<file path="config.mk">
export PLATFORM = sky130hd
export DESIGN_NAME = div_iter
export DESIGN_NICKNAME = d
export VERILOG_FILES = /design/src/rtl/div_pkg.sv /design/src/rtl/div_step.sv /design/src/rtl/div_iter.sv
export SDC_FILE = /design/constraint.sdc
export NUM_CORES = 1
export LEC_CHECK = 0
export ABC_AREA = 1
export CAP_MARGIN = 20
export CORE_MARGIN = 2
export CORE_UTILIZATION = 52
export CTS_BUF_LIST = sky130_fd_sc_hd__clkbuf_8
export DETAILED_ROUTE_END_ITERATION = 8
export GPL_TIMING_DRIVEN = 0
export HOLD_SLACK_MARGIN = 0.05
export PLACE_DENSITY = 0.79
export SLEW_MARGIN = 20
export SYNTH_ARGS = -nofsm -noshare
export SYNTH_HDL_FRONTEND = slang
export SYNTH_HIERARCHICAL = 1
export SYNTH_SLANG_ARGS = --single-unit
</file>
<file path="constraint.sdc">
create_clock -name clk -period 5.6 [get_ports clk]
set_input_delay 0.84 -clock clk [delete_from_list [all_inputs] [get_ports clk]]
set_output_delay 0.84 -clock clk [all_outputs]
set_load 0.02 [all_outputs]
</file>
<file path="src/rtl/div_pkg.sv">
// div_pkg: shared state encoding and sizing helpers for the iterative divider.
package div_pkg;

    typedef enum logic {IDLE, BUSY} div_state_t;

    function automatic int cnt_w(input int w);
        return $clog2(w);
    endfunction

endpackage

</file>
<file path="src/rtl/div_step.sv">
// div_step: one combinational restoring-division step.
module div_step #(
    parameter int WIDTH = 32
) (
    input  logic [WIDTH:0]   rem_in,
    input  logic             bit_in,
    input  logic [WIDTH-1:0] divisor,
    output logic [WIDTH:0]   rem_out,
    output logic             q
);
    logic [WIDTH+1:0] shifted;
    logic [WIDTH+1:0] trial;

    // A spare top bit keeps the trial sign exact even if rem_in[WIDTH] were ever set.
    assign shifted = {rem_in, bit_in};
    assign trial   = shifted - {2'b00, divisor};
    assign q       = ~trial[WIDTH+1];
    assign rem_out = q ? trial[WIDTH:0] : shifted[WIDTH:0];

endmodule

</file>
<file path="src/rtl/div_iter.sv">
// div_iter: iterative unsigned restoring divider, one quotient bit per cycle,
// fixed latency of WIDTH+1 cycles from accepted go to done.
module div_iter
    import div_pkg::*;
#(
    parameter int WIDTH = 32
) (
    input  logic             clk,
    input  logic             reset,
    input  logic             go,
    input  logic [WIDTH-1:0] left,
    input  logic [WIDTH-1:0] right,
    output logic [WIDTH-1:0] quotient,
    output logic [WIDTH-1:0] remainder,
    output logic             done,
    output logic             busy
);
    localparam int CNT_W = cnt_w(WIDTH);

    div_state_t       state, state_nx;
    logic [CNT_W-1:0] cnt;
    logic [WIDTH-1:0] dvd;
    logic [WIDTH-1:0] dvs;
    logic [WIDTH:0]   prem;
    logic [WIDTH:0]   prem_nx;
    logic             qbit;
    logic             last;

    div_step #(.WIDTH(WIDTH)) u_step (
        .rem_in (prem),
        .bit_in (dvd[WIDTH-1]),
        .divisor(dvs),
        .rem_out(prem_nx),
        .q      (qbit)
    );

    assign last = (cnt == CNT_W'(WIDTH - 1));
    assign busy = (state == BUSY);

    always_comb begin
        state_nx = state;
        case (state)
            IDLE:    state_nx = go ? BUSY : IDLE;
            BUSY:    state_nx = last ? IDLE : BUSY;
            default: state_nx = IDLE;
        endcase
    end

    always_ff @(posedge clk or posedge reset) begin
        if (reset) begin
            state     <= IDLE;
            cnt       <= '0;
            dvd       <= '0;
            dvs       <= '0;
            prem      <= '0;
            quotient  <= '0;
            remainder <= '0;
            done      <= 1'b0;
        end else begin
            state <= state_nx;
            done  <= 1'b0;
            if (state == IDLE && go) begin
                dvd  <= left;
                dvs  <= right;
                prem <= '0;
                cnt  <= '0;
            end else if (state == BUSY) begin
                // Quotient bits enter at the LSB as dividend bits leave at the MSB.
                dvd  <= {dvd[WIDTH-2:0], qbit};
                prem <= prem_nx;
                cnt  <= cnt + CNT_W'(1);
                if (last) begin
                    quotient  <= {dvd[WIDTH-2:0], qbit};
                    remainder <= prem_nx[WIDTH-1:0];
                    done      <= 1'b1;
                end
            end
        end
    end

endmodule

</file>
==> impl.org, run 1 <==
** Status
- The run finished with clean final reports.

** Floorplan
- Initial Utilization :: 53.2%
- Standard-cell rows :: 50
- Measured along the x axis, the die boundary spans 143 µm.
- Total die area :: 20300 µm²
- In this run the vertical extent of the chip is 143 µm.
- For this design the top-level I/O count stands at 133.
- Area inside the core boundary :: 18800 µm²

** Clocking
- Number of buffers between clock root and the deepest sink :: 2
- Counting the buffers created by CTS gives 17.
- Clock latency on the worst-skew pair :: 0.48 ns
- Total clock sinks :: 168
- Hold repair after CTS inserted 0 buffers.
- CTS placed an instance of sky130_fd_sc_hd__clkbuf_8 at the clock tree root.
- Number of gates resized after cts :: 0
- After clock tree synthesis, the clock-pin slew on the worst setup and hold paths is 0.11 ns.
- CTS built an H-tree with a depth of 4.
- TritonCTS built the clock tree.
- Setup fix buffers added after clock tree synthesis :: 0

** STA
- Hold Slack :: 0.491 ns
- Final setup violating endpoints :: 0
- Final worst path period share :: 47.5%
- Fmax achieved :: 376 MHz
- Min Clock Period, post-route :: 2.66 ns
- For the pin with the worst max-slew slack, the measured transition is 0.575 ns.
- Measured against its own limit, the worst slew margin works out to 61.6%.
- Setup repair after global routing left no endpoint under its margin.
- Number of pins with negative max-slew slack in the final report :: 0
- Across all setup checks in the final design, the least slack found is 2.94 ns.
- Endpoints failing hold :: 0
- For the final database, setup skew stands at 0.0228 ns.

** Worst setup path
- The worst setup path is captured at a flop.
- The critical path is of the reg -> reg type.
- Arrival time at the worst endpoint :: 3.04 ns
- Along the worst path, the maximum fanout reaches 10.
- For the worst setup path, the data required time is 5.98 ns.
- RR Startpoint :: prem[17]
- Cell depth of the worst flop-to-flop path :: 12
- Setup slack on the worst reg-to-reg path comes out at 2.94 ns.
- STA classifies the critical path startpoint as a flop.
- Worst flop-to-flop path endpoint :: prem[26]

** Yosys
- In this run, distinct cell masters in the synthesized netlist total 32.
- Number of synthesized flops with an enable pin :: 0
- The cell area that synthesis handed to floorplanning was 9980 µm².
- The synthesized design spends more area on one cell type than any other, namely sky130_fd_sc_hd__dfrtp_1.
- Synthesized area per cell :: 6.95 µm²
- Post-synthesis sequential area ratio :: 42.1%
- Leading cell types by total area after synthesis :: sky130_fd_sc_hd__dfrtp_1 42%, sky130_fd_sc_hd__nand2_1 25%, sky130_fd_sc_hd__inv_1 7.6%
- Synthesis Warnings :: 6
- Of all flip-flops after synthesis, the portion carrying an async set or reset was 100%.
- Syn Nets :: 1539
- The synthesized design devotes to its leading area cell type 42.1% of total area.
- Primary FF master, synth :: sky130_fd_sc_hd__dfrtp_1
- Synthesis inferred 168 register bits.
- Synthesized netlist cell count :: 1437

** Routing
- Residual DRC count :: 0
- The pre-antenna-repair detailed-routing pass consisted of 5 iterations.
- Dividing the detail-routed via count by the number of cells gives 5.08.
- Vias after detailed routing :: 9341
- DRT antenna net count :: 0
- In the final routed layout, each cell accounts on average for 15.5 µm.
- After the first detailed-routing iteration, the DRC count stood at 740.
- Total wirelength of the detailed-routed design :: 28400 µm

** Global routing
- Global routing consumed, over all layers together, 29.0% of the routing resources.
- For this run the aggregate overflow at the end of global routing stands at 0.
- Via count of the first global-routing pass :: 9091
- First-pass GRT wire length :: 45900 µm
- Entering global routing, the biggest net connects 107 pins.
- The initial antenna violation count was 0.

** Min path
- Class of the tightest hold or removal check :: reg -> reg
- The path with the worst hold slack has its endpoint at dvs[8].
- The worst hold path passes through 2 cells.
- The worst hold path begins at dvs[8].

** Final layout
- Compared with the post-synthesis result, the final layout area differs by 21.0%.
- Core utilization of the finished layout :: 64.3%
- Fill cells in the final layout number 1714.
- After routing the design area is 12100 µm².
- Most common cell after layout, fill and taps aside :: sky130_fd_sc_hd__nand2_1
- In the layout the commonest cells are 657 x sky130_fd_sc_hd__nand2_1, 200 x sky130_fd_sc_hd__inv_1, 168 x sky130_fd_sc_hd__dfrtp_1, 132 x sky130_fd_sc_hd__clkdlybuf4s50_1, 110 x sky130_fd_sc_hd__nand3_1.
- Total number of nets in the final design :: 1691
- Proportion of layout cells with a drive suffix above 1 :: 7.12%

** Place
- Placed wire-length estimate after detailed placement :: 21500 µm
- Summing all placed instances gives a cell area of 11600 µm².
- OpenSTA, run right after detailed placement, puts the worst setup slack at 3.05 ns.
- Number of buffers added on ports :: 132
- Routability-driven placement finished with a final weighted congestion of 0.920.

** Run
- Number of maximum-capacitance constraint violations :: 0
==> critical path, cell delays in order (launching register included) <==
cell                      delay [ns]
sky130_fd_sc_hd__dfrtp_1        0.46
sky130_fd_sc_hd__ha_1           0.45
sky130_fd_sc_hd__nand2_1        0.13
sky130_fd_sc_hd__nor2_1         0.16
sky130_fd_sc_hd__inv_1          0.11
sky130_fd_sc_hd__nor3_2         0.26
sky130_fd_sc_hd__nand2_4        0.14
sky130_fd_sc_hd__nand3_4        0.13
sky130_fd_sc_hd__buf_4          0.22
sky130_fd_sc_hd__nand3_1        0.16
sky130_fd_sc_hd__nand2_1        0.09
sky130_fd_sc_hd__inv_1          0.05
sky130_fd_sc_hd__o21ai_0        0.20
==> worst max path at each step <==
stage              from       endpoint  slack, ns  cells past startpoint
2_1_floorplan     reset           busy       0.21                      1
3_3_place_gp      reset        dvs[24]      -2.02                      2
3_5_place_dp   prem[28]  remainder[26]       3.05                     12
4_1_cts        prem[28]       prem[26]       2.96                     12
5_1_grt        prem[28]       prem[22]       2.73                     12
6_report       prem[17]       prem[26]       2.94                     12
==> layer usage <==
layer  up-vias  track usage [%]  share of wire [%]
met5         -                0                  0
met1      4330             40.3                 46
met2       291             46.3                 46
li1       4684                -                  -
met4         0             7.82                1.9
met3        36             5.92                6.4
==> metrics by stage <==
stage / TNS, ns / std cells
global placement: -335.21 / 1803
detailed placement: 0 / 1804
CTS: 0 / 1836
global route: 0 / 1836
finish: 0 / 1837
floorplan: 0 / 1437
==> logic make-up after synthesis <==
| family | synth area share [%] |
|---|---|
| AO/OA/AOI/OAI | 4.75 |
| XOR/XNOR | 1.32 |
| adder cells (fa/ha/maj) | 4.46 |
| flip-flops | 42.1 |
| buffers and inverters | 10.8 |
| AND/OR/NAND/NOR | 36.5 |
==> state kept, by name, indices dropped and copies added, names as in the netlist <==
register	count
done	1
dvs	32
cnt	5
dvd	32
quotient	32
busy	1
prem	33
remainder	32
==> final cells by class <==
type | instances | area, µm² | share of cell area, %
multi-input combinational | 1010 | 4700 | 38.9
tap | 234 | 293 | 2.42
sequential | 168 | 4200 | 34.8
clock inverter | 15 | 206 | 1.71
antenna | 1 | 2.50 | 0.0207
timing repair buffer | 133 | 1350 | 11.2
clock buffer | 17 | 234 | 1.94
inverter | 210 | 796 | 6.59
buffer | 49 | 294 | 2.44
==> Yosys cell counts (2+ instances only) <==
| cell | number |
|---|---|
| sky130_fd_sc_hd__and2_1 | 9 |
| sky130_fd_sc_hd__ha_1 | 34 |
| sky130_fd_sc_hd__buf_6 | 8 |
| sky130_fd_sc_hd__o21bai_1 | 2 |
| sky130_fd_sc_hd__nor2_2 | 3 |
| sky130_fd_sc_hd__buf_2 | 22 |
| sky130_fd_sc_hd__dfrtp_1 | 168 |
| sky130_fd_sc_hd__nand3_1 | 110 |
| sky130_fd_sc_hd__o21ai_1 | 5 |
| sky130_fd_sc_hd__nand2_1 | 657 |
| sky130_fd_sc_hd__a21oi_1 | 23 |
| sky130_fd_sc_hd__nand2_4 | 4 |
| sky130_fd_sc_hd__buf_4 | 6 |
| sky130_fd_sc_hd__nor3_1 | 9 |
| sky130_fd_sc_hd__nor2_1 | 41 |
| sky130_fd_sc_hd__inv_2 | 8 |
| sky130_fd_sc_hd__nand3_4 | 2 |
| sky130_fd_sc_hd__nand2_2 | 6 |
| sky130_fd_sc_hd__clkbuf_1 | 13 |
| sky130_fd_sc_hd__inv_1 | 201 |
| sky130_fd_sc_hd__nand4_1 | 5 |
| sky130_fd_sc_hd__nor3_2 | 2 |
| sky130_fd_sc_hd__o21ai_0 | 62 |
| sky130_fd_sc_hd__nand3_2 | 16 |
| sky130_fd_sc_hd__xor2_1 | 14 |
Power of run 1 is left out: the tool's default activity adds up to more than one toggle a clock period on the data nets, which glitch-free logic cannot reach.
==> run 2: changes to the inputs <==
==> constraint.sdc (replaced) <==
create_clock -name clk -period 2.4 [get_ports clk]
set_input_delay 0.36 -clock clk [delete_from_list [all_inputs] [get_ports clk]]
set_output_delay 0.36 -clock clk [all_outputs]
set_load 0.02 [all_outputs]
==> run 2 against run 1 <==
- final cell count grew 1.3%
- critical path depth rose by 1
- design area grew 7.5%
- first-iteration DRC count decreased by 1.6%
- non-clock buffer count increased by 24
- worst setup slack worse by 2.9 ns
- routed wire length grew 5.8%
- sequential share of layout area fell by 2.4 points
- global-route usage grew 0.52 points
- critical path type unchanged
- maximum frequency up 15%
==> impl.org, run 2 (synthesis gave the netlist of run 1 again) <==
** Worst setup path
- The critical path launch point type is a flop (unchanged).
- The data arrival time of the critical path came to 2.66 ns (was 3.04 ns).
- Cell depth of the worst flop-to-flop path :: 13 (was 12)
- Type of element capturing the critical path :: flop (unchanged)
- The maximum fanout encountered on the critical timing path was 5 (was 10).
- The launch point of the worst reg-to-reg path is prem[24] (was prem[17]).
- Worst flop-to-flop path endpoint :: prem[22] (was prem[26])
- Data required time of the critical path :: 2.74 ns (was 5.98 ns)
- Slack of the worst reg-to-reg path :: 0.08 ns (was 2.94 ns)
- The type of the worst setup path is reg -> reg (unchanged).

** Floorplan
- The total number of placement rows came to 50 (unchanged).
- Initial Utilization :: 53.2% (unchanged)
- Count of boundary I/O pins :: 133 (unchanged)
- The floorplan die height is 143 µm (unchanged).
- The core area is 18800 µm² (unchanged).
- Die extent in x :: 143 µm (unchanged)
- The total die area was 20300 µm² (unchanged).

** Clocking
- The level count of the clock H-tree was 4 (unchanged).
- Number of buffers created by CTS :: 17 (unchanged)
- Clock Tree Root :: sky130_fd_sc_hd__clkbuf_8 (unchanged)
- The clock latency on the worst-skew pair came to 0.49 ns (was 0.48 ns).
- The TritonCTS clock tree is built (unchanged).
- Number of buffers between clock root and the deepest sink :: 2 (unchanged)
- The clock sink total was 168 (unchanged).
- The register clock-pin slew on the reported worst setup and hold paths came to 0.12 ns (was 0.11 ns).

** STA
- Min Clock Period, post-route :: 2.32 ns (was 2.66 ns)
- Post-Route Setup TNS :: 0 ns (unchanged)
- Endpoints failing hold :: 0 (unchanged)
- Headroom to the max-slew limit :: 54.5% (was 61.6%)
- The total setup violations reported at the end of the flow is 0 (unchanged).
- The slew of the pin with the lowest slew margin is 0.682 ns (was 0.575 ns).
- The fmax is 431 MHz (was 376 MHz).
- The largest clock skew in the final design was 0.0218 ns (was 0.0228 ns).
- The final-report max-slew violation count came to 0 (unchanged).
- Final worst path period share :: 96.8% (was 47.5%)
- The minimum hold slack was 0.267 ns (was 0.491 ns).

** Final layout
- Final instance area :: 13000 µm² (was 12100 µm²)
- The layout-stage area growth over the synthesis result came to 30.1% (was 21.0%).
- Leading cell types in the layout, fill and taps excluded: 635 x sky130_fd_sc_hd__nand2_1, 182 x sky130_fd_sc_hd__inv_1, 161 x sky130_fd_sc_hd__dfrtp_1, 132 x sky130_fd_sc_hd__clkdlybuf4s50_1, 109 x sky130_fd_sc_hd__nand3_1 (was 657 x sky130_fd_sc_hd__nand2_1, 200 x sky130_fd_sc_hd__inv_1, 168 x sky130_fd_sc_hd__dfrtp_1, 132 x sky130_fd_sc_hd__clkdlybuf4s50_1, 110 x sky130_fd_sc_hd__nand3_1).
- Core utilization of the finished layout :: 69.2% (was 64.3%)
- Proportion of layout cells with a drive suffix above 1 :: 14.4% (was 7.12%)
- The number of nets in the layout was 1716 (was 1691).
- The number of flip-flops in the largest register was 33 (unchanged).
- Number of antenna cells inserted :: 0 (was 1)
- The top register by number of flip-flops is prem (unchanged).
- Most common cell after layout, fill and taps aside :: sky130_fd_sc_hd__nand2_1 (unchanged)

** Min path
- The path type of the worst min-delay path is in -> async (was reg -> reg).

** Routing
- Number of vias per cell after detailed routing :: 5.18 (was 5.08)
- The remaining routing DRC violations is 0 (unchanged).
- The count of TritonRoute iterations in the first routing pass was 7 (was 5).
- The number of routed nets with antenna violations was 0 (unchanged).
- The routed wire length is 30100 µm (was 28400 µm).
- The routed via count came to 9648 (was 9341).
- The routed length per instance is 16.2 µm (was 15.5 µm).
- Number of design-rule violations left by the first detailed-router iteration :: 728 (was 740)

** Global routing
- The final global-route overflow total came to 0 (unchanged).
- The via count of the first global-routing pass is 9137 (was 9091).
- The initial antenna violation count is 0 (unchanged).
- First-pass GRT wire length :: 46400 µm (was 45900 µm)
- Largest net degree at the start of global routing :: 34 (was 107)
- Global router's overall resource usage :: 29.5% (was 29.0%)

** Place
- Routability-driven placement congestion ratio :: 0.964 (was 0.920)
- The HPWL reported at the end of detailed placement came to 21700 µm (was 21500 µm).
- The placed standard-cell area came to 11700 µm² (was 11600 µm²).
- The number of buffers inserted by port buffering was 132 (unchanged).

** Status
- Outcome: finished clean (unchanged).

** Run
- The total of max-cap violations came to 0 (unchanged).
-- run 2: cell types whose count changed in the layout (fill, tap and decap cells not counted), sizes merged --
| cell | change |
|---|---|
| clkbuf | +4 |
| bufinv | -1 |
| buf | +20 |
| diode | -1 |
| nand2 | +1 |
| clkinvlp | +1 |
| clkinv | +1 |
| inv | -1 |
-- run 2: worst max path at each step --
stage,startpoint,end,slack [ns],cells after the start
after floorplan,reset,busy,-0.10,1
after global placement,reset,remainder[21],-1.49,2
after detailed placement,dvd[31],remainder[26],-0.12,16
after CTS,dvd[31],prem[28],0.003,17
after global routing,prem[19],remainder[16],-0.04,15
final,prem[24],prem[22],0.08,13
-- run 2: timing repair --
action,4_1_cts,5_1_grt
buffers inserted,3,14
pin swaps,3,20
setup endpoints to repair,49,67
hold buffers,0,0
cloned,0,5
gates resized for setup,40,124
-- run 2: per-layer routing --
| metal | part of all wire (%) | global-route usage, % | routed length, µm | vias up |
|---|---|---|---|---|
| li1 | - | - | - | 4751 |
| met1 | 44 | 40.0 | 13400 | 4537 |
| met2 | 47 | 48.1 | 14000 | 314 |
| met3 | 6.4 | 5.18 | 1920 | 46 |
| met4 | 2.6 | 9.69 | 767 | 0 |
| met5 | 0 | 0 | 0 | - |
-- run 2: worst max-delay path, stage by stage (launching register included) --
cell	delay [ns]
sky130_fd_sc_hd__dfrtp_1	0.43
sky130_fd_sc_hd__ha_4	0.32
sky130_fd_sc_hd__nand2_1	0.16
sky130_fd_sc_hd__nor2_4	0.15
sky130_fd_sc_hd__nand2_2	0.10
sky130_fd_sc_hd__nor3_4	0.22
sky130_fd_sc_hd__nand2_8	0.11
sky130_fd_sc_hd__nand2_8	0.12
sky130_fd_sc_hd__nand2_8	0.09
sky130_fd_sc_hd__buf_8	0.17
sky130_fd_sc_hd__nand3_1	0.08
sky130_fd_sc_hd__nand2_1	0.06
sky130_fd_sc_hd__inv_1	0.10
sky130_fd_sc_hd__o21ai_1	0.08
-- run 2: cell type report --
cell class,count,area (µm²)
timing repair buffer,158,1650
clock buffer,17,234
tap,234,293
clock inverter,15,190
buffer,48,330
sequential,168,4210
inverter,210,792
fill,1548,5780
multi-input combinational,1011,5280
-- run 2: through the flow --
step / std cells / setup WS [ns]
after floorplan: 1437 / -0.101
after global placement: 1803 / -1.49
after detailed placement: 1808 / -0.118
after CTS: 1843 / 0.00348
after global routing: 1861 / -0.0406
final: 1861 / 0.0771
Power of run 2 is left out for the same reason.
==> run 3: changes to the inputs <==
--- a/config.mk
+++ b/config.mk
@@ -8,12 +8,12 @@
 export ABC_AREA = 1
 export CAP_MARGIN = 20
 export CORE_MARGIN = 2
-export CORE_UTILIZATION = 52
+export CORE_UTILIZATION = 62
 export CTS_BUF_LIST = sky130_fd_sc_hd__clkbuf_8
 export DETAILED_ROUTE_END_ITERATION = 8
 export GPL_TIMING_DRIVEN = 0
 export HOLD_SLACK_MARGIN = 0.05
-export PLACE_DENSITY = 0.79
+export PLACE_DENSITY = 0.88
 export SLEW_MARGIN = 20
 export SYNTH_ARGS = -nofsm -noshare
 export SYNTH_HDL_FRONTEND = slang
==> constraint.sdc (replaced) <==
create_clock -name clk -period 2.87 [get_ports clk]
set_input_delay 0.4305 -clock clk [delete_from_list [all_inputs] [get_ports clk]]
set_output_delay 0.4305 -clock clk [all_outputs]
set_load 0.02 [all_outputs]
==> run 3 against run 2 <==
- non-clock buffer count fell by 20
- worst setup slack improved by 0.10 ns
- sequential share of layout area rose by 2.3 points
- sequential cell count did not move
- routed wire length fell by 3.2%
- highest routed layer unchanged
==> impl.org, run 3 (synthesis gave the netlist of run 1 again) <==
** STA
- The slew of the pin with the lowest slew margin is 0.592 ns (was 0.682 ns).
- Final worst path period share :: 93.7% (was 96.8%)
- Final setup violating endpoints :: 0 (unchanged)
- Fmax achieved :: 372 MHz (was 431 MHz)
- Number of pins with negative max-slew slack in the final report :: 0 (unchanged)
- The largest clock skew in the final design was 0.0255 ns (was 0.0218 ns).
- The total count of hold-check failures in the final report came to 0 (unchanged).
- Min Clock Period, post-route :: 2.69 ns (was 2.32 ns)
- Setup repair after global routing left no endpoint under its margin.
- Headroom to the max-slew limit :: 60.5% (was 54.5%)

** Place
- Routability-driven placement congestion ratio :: 0.952 (was 0.964)
- The HPWL reported at the end of detailed placement came to 22000 µm (was 21700 µm).
- Number of buffers added on ports :: 132 (unchanged)
- Number of cells after detailed placement :: 1790 (was 1808)

** Final layout
- Number of antenna cells inserted :: 0 (unchanged)
- Total number of nets in the final design :: 1695 (was 1716)
- Number of flip-flops under the largest register name :: 33 (unchanged)
- Most flop-heavy register :: prem (unchanged)
- Most common cell after layout, fill and taps aside :: sky130_fd_sc_hd__nand2_1 (unchanged)
- The ratio of cells with drive above 1 in the final layout came to 7.35% (was 14.4%).
- The filler cell count is 1210 (was 1548).
- Layout Area Growth over Synthesis :: 21.1% (was 30.1%)
- The number of standard cells in the final layout excluding fillers came to 1822 (was 1861).
- Leading cell types in the layout, fill and taps excluded: 657 x sky130_fd_sc_hd__nand2_1, 200 x sky130_fd_sc_hd__inv_1, 168 x sky130_fd_sc_hd__dfrtp_1, 132 x sky130_fd_sc_hd__clkdlybuf4s50_1, 110 x sky130_fd_sc_hd__nand3_1 (was 635 x sky130_fd_sc_hd__nand2_1, 182 x sky130_fd_sc_hd__inv_1, 161 x sky130_fd_sc_hd__dfrtp_1, 132 x sky130_fd_sc_hd__clkdlybuf4s50_1, 109 x sky130_fd_sc_hd__nand3_1).

** Worst setup path
- Cell depth of the worst flop-to-flop path :: 15 (was 13)
- Data required time of the critical path :: 3.28 ns (was 2.74 ns)
- The critical path endpoint category is a flop (unchanged).
- The data arrival time of the critical path was 3.10 ns (was 2.66 ns).
- Worst flop-to-flop path endpoint :: remainder[30] (was prem[22])
- Max FO, Critical Path :: 4 (was 5)
- Endpoint of the most critical setup path :: remainder[30] (was prem[22])
- Slack of the worst reg-to-reg path :: 0.18 ns (was 0.08 ns)
- The launch point of the worst reg-to-reg path was prem[4] (was prem[24]).
- Startpoint Class :: flop (unchanged)
- Worst setup path category :: reg -> reg (unchanged)
- Start point of the critical path :: prem[4] (was prem[24])

** Floorplan
- The total number of placement rows was 46 (was 50).
- The floorplan die height is 131 µm (was 143 µm).
- The effective utilization at floorplan was 63.1% (was 53.2%).
- The core area was 15800 µm² (was 18800 µm²).
- The count of pins on the block boundary came to 133 (unchanged).
- The width of the die is 131 µm (was 143 µm).
- Total die area :: 17100 µm² (was 20300 µm²)

** Routing
- Vias after detailed routing :: 9714 (was 9648)
- The total met3 wirelength after detailed routing is 2270 µm (was 1920 µm).
- Residual DRC count :: 0 (unchanged)
- The top layer reached by signal wires is met4 (unchanged).
- The DRC violation total after the first TritonRoute iteration came to 805 (was 728).
- The detailed-routed wire length on met2 came to 13700 µm (was 14000 µm).
- The routed length per instance was 16.0 µm (was 16.2 µm).
- The routed wire length was 29100 µm (was 30100 µm).
- Met1 Wirelength :: 12300 µm (was 13400 µm)
- Pre-antenna DRT Iters :: 6 (was 7)
- DRT antenna net count :: 0 (unchanged)
- Number of vias per cell after detailed routing :: 5.33 (was 5.18)

** Global routing
- The maximum number of pins on one net before global-route repair came to 35 (was 34).
- The via count of the first global-routing pass was 9281 (was 9137).
- Remaining Overflow, GRT :: 0 (unchanged)
- The global-route wire length before repair came to 46500 µm (was 46400 µm).
- The initial antenna violation count came to 0 (unchanged).
- The global routing usage summed across all routing layers was 35.5% (was 29.5%).

** Clocking
- The post-CTS setup-driven buffer insertion count came to 0 (was 3).
- Number of buffers created by CTS :: 17 (unchanged)
- Number of gates resized after cts :: 0 (was 40)
- Number of buffers between clock root and the deepest sink :: 2 (unchanged)
- H-tree levels :: 4 (unchanged)
- The clock latency on the worst-skew pair is 0.50 ns (was 0.49 ns).
- TritonCTS clock tree :: built (unchanged)
- Total clock sinks :: 168 (unchanged)
- Clock Tree Root :: sky130_fd_sc_hd__clkbuf_8 (unchanged)
- The register clock-pin slew on the reported worst setup and hold paths is 0.11 ns (was 0.12 ns).
- The hold buffer count at CTS came to 0 (unchanged).

** Run
- The total of max-cap violations was 0 (unchanged).

** Status
- Outcome :: finished clean (unchanged)

** Min path
- The path type of the worst min-delay path is in -> async (unchanged).
-- run 3: area by class of cell --
type	instances	area (µm²)	share of cell area [%]
flip-flops and latches	168	4200	34.8
clock inverters	14	151	1.25
plain buffers	49	294	2.43
repair buffers	137	1430	11.8
well taps	216	270	2.24
clock buffers	18	248	2.05
multi-input cells	1010	4700	38.9
inverters	210	792	6.55
-- run 3: metrics by stage --
stage	utilization, %	setup WS [ns]	setup TNS, ns	hold WS, ns	instance area, µm²
after floorplan	-	0.299	0	0.448	9990
after global placement	73.1	-1.05	-172.30	0.463	11600
after detailed placement	73.8	0.380	0	0.464	11700
after CTS	76.3	0.303	0	0.319	12100
after global routing	76.3	0.0714	0	0.360	12100
final	76.3	0.180	0	0.320	12100
-- run 3: routing by layer --
| layer | vias up | global-route usage [%] |
|---|---|---|
| met2 | 393 | 58.3 |
| li1 | 4696 | - |
| met1 | 4557 | 46.7 |
| met5 | - | 0 |
| met4 | 0 | 12.6 |
| met3 | 68 | 7.61 |
-- run 3: worst min path at each step --
stage | from | endpoint | cells after the start
finish | reset | dvs[8] | 2
floorplan | cnt[4] | cnt[4] | 2
CTS | reset | remainder[10] | 2
global route | reset | dvs[8] | 2
detailed placement | quotient[26] | quotient[26] | 2
global placement | cnt[4] | cnt[4] | 2
-- run 3: critical path, stage by stage, from the launching register on --
cell                       delay, ns
sky130_fd_sc_hd__dfrtp_1        0.42
sky130_fd_sc_hd__ha_1           0.37
sky130_fd_sc_hd__nand2_1        0.18
sky130_fd_sc_hd__nor2_1         0.26
sky130_fd_sc_hd__nand2_1        0.10
sky130_fd_sc_hd__nand3b_1       0.23
sky130_fd_sc_hd__nand2_1        0.10
sky130_fd_sc_hd__nand2_1        0.22
sky130_fd_sc_hd__nand2_1        0.15
sky130_fd_sc_hd__nand2_1        0.11
sky130_fd_sc_hd__nand2_1        0.07
sky130_fd_sc_hd__nand2_1        0.06
sky130_fd_sc_hd__nand3_1        0.08
sky130_fd_sc_hd__nand2_1        0.07
sky130_fd_sc_hd__inv_1          0.05
sky130_fd_sc_hd__o21ai_1        0.13
Power of run 3 is left out for the same reason.
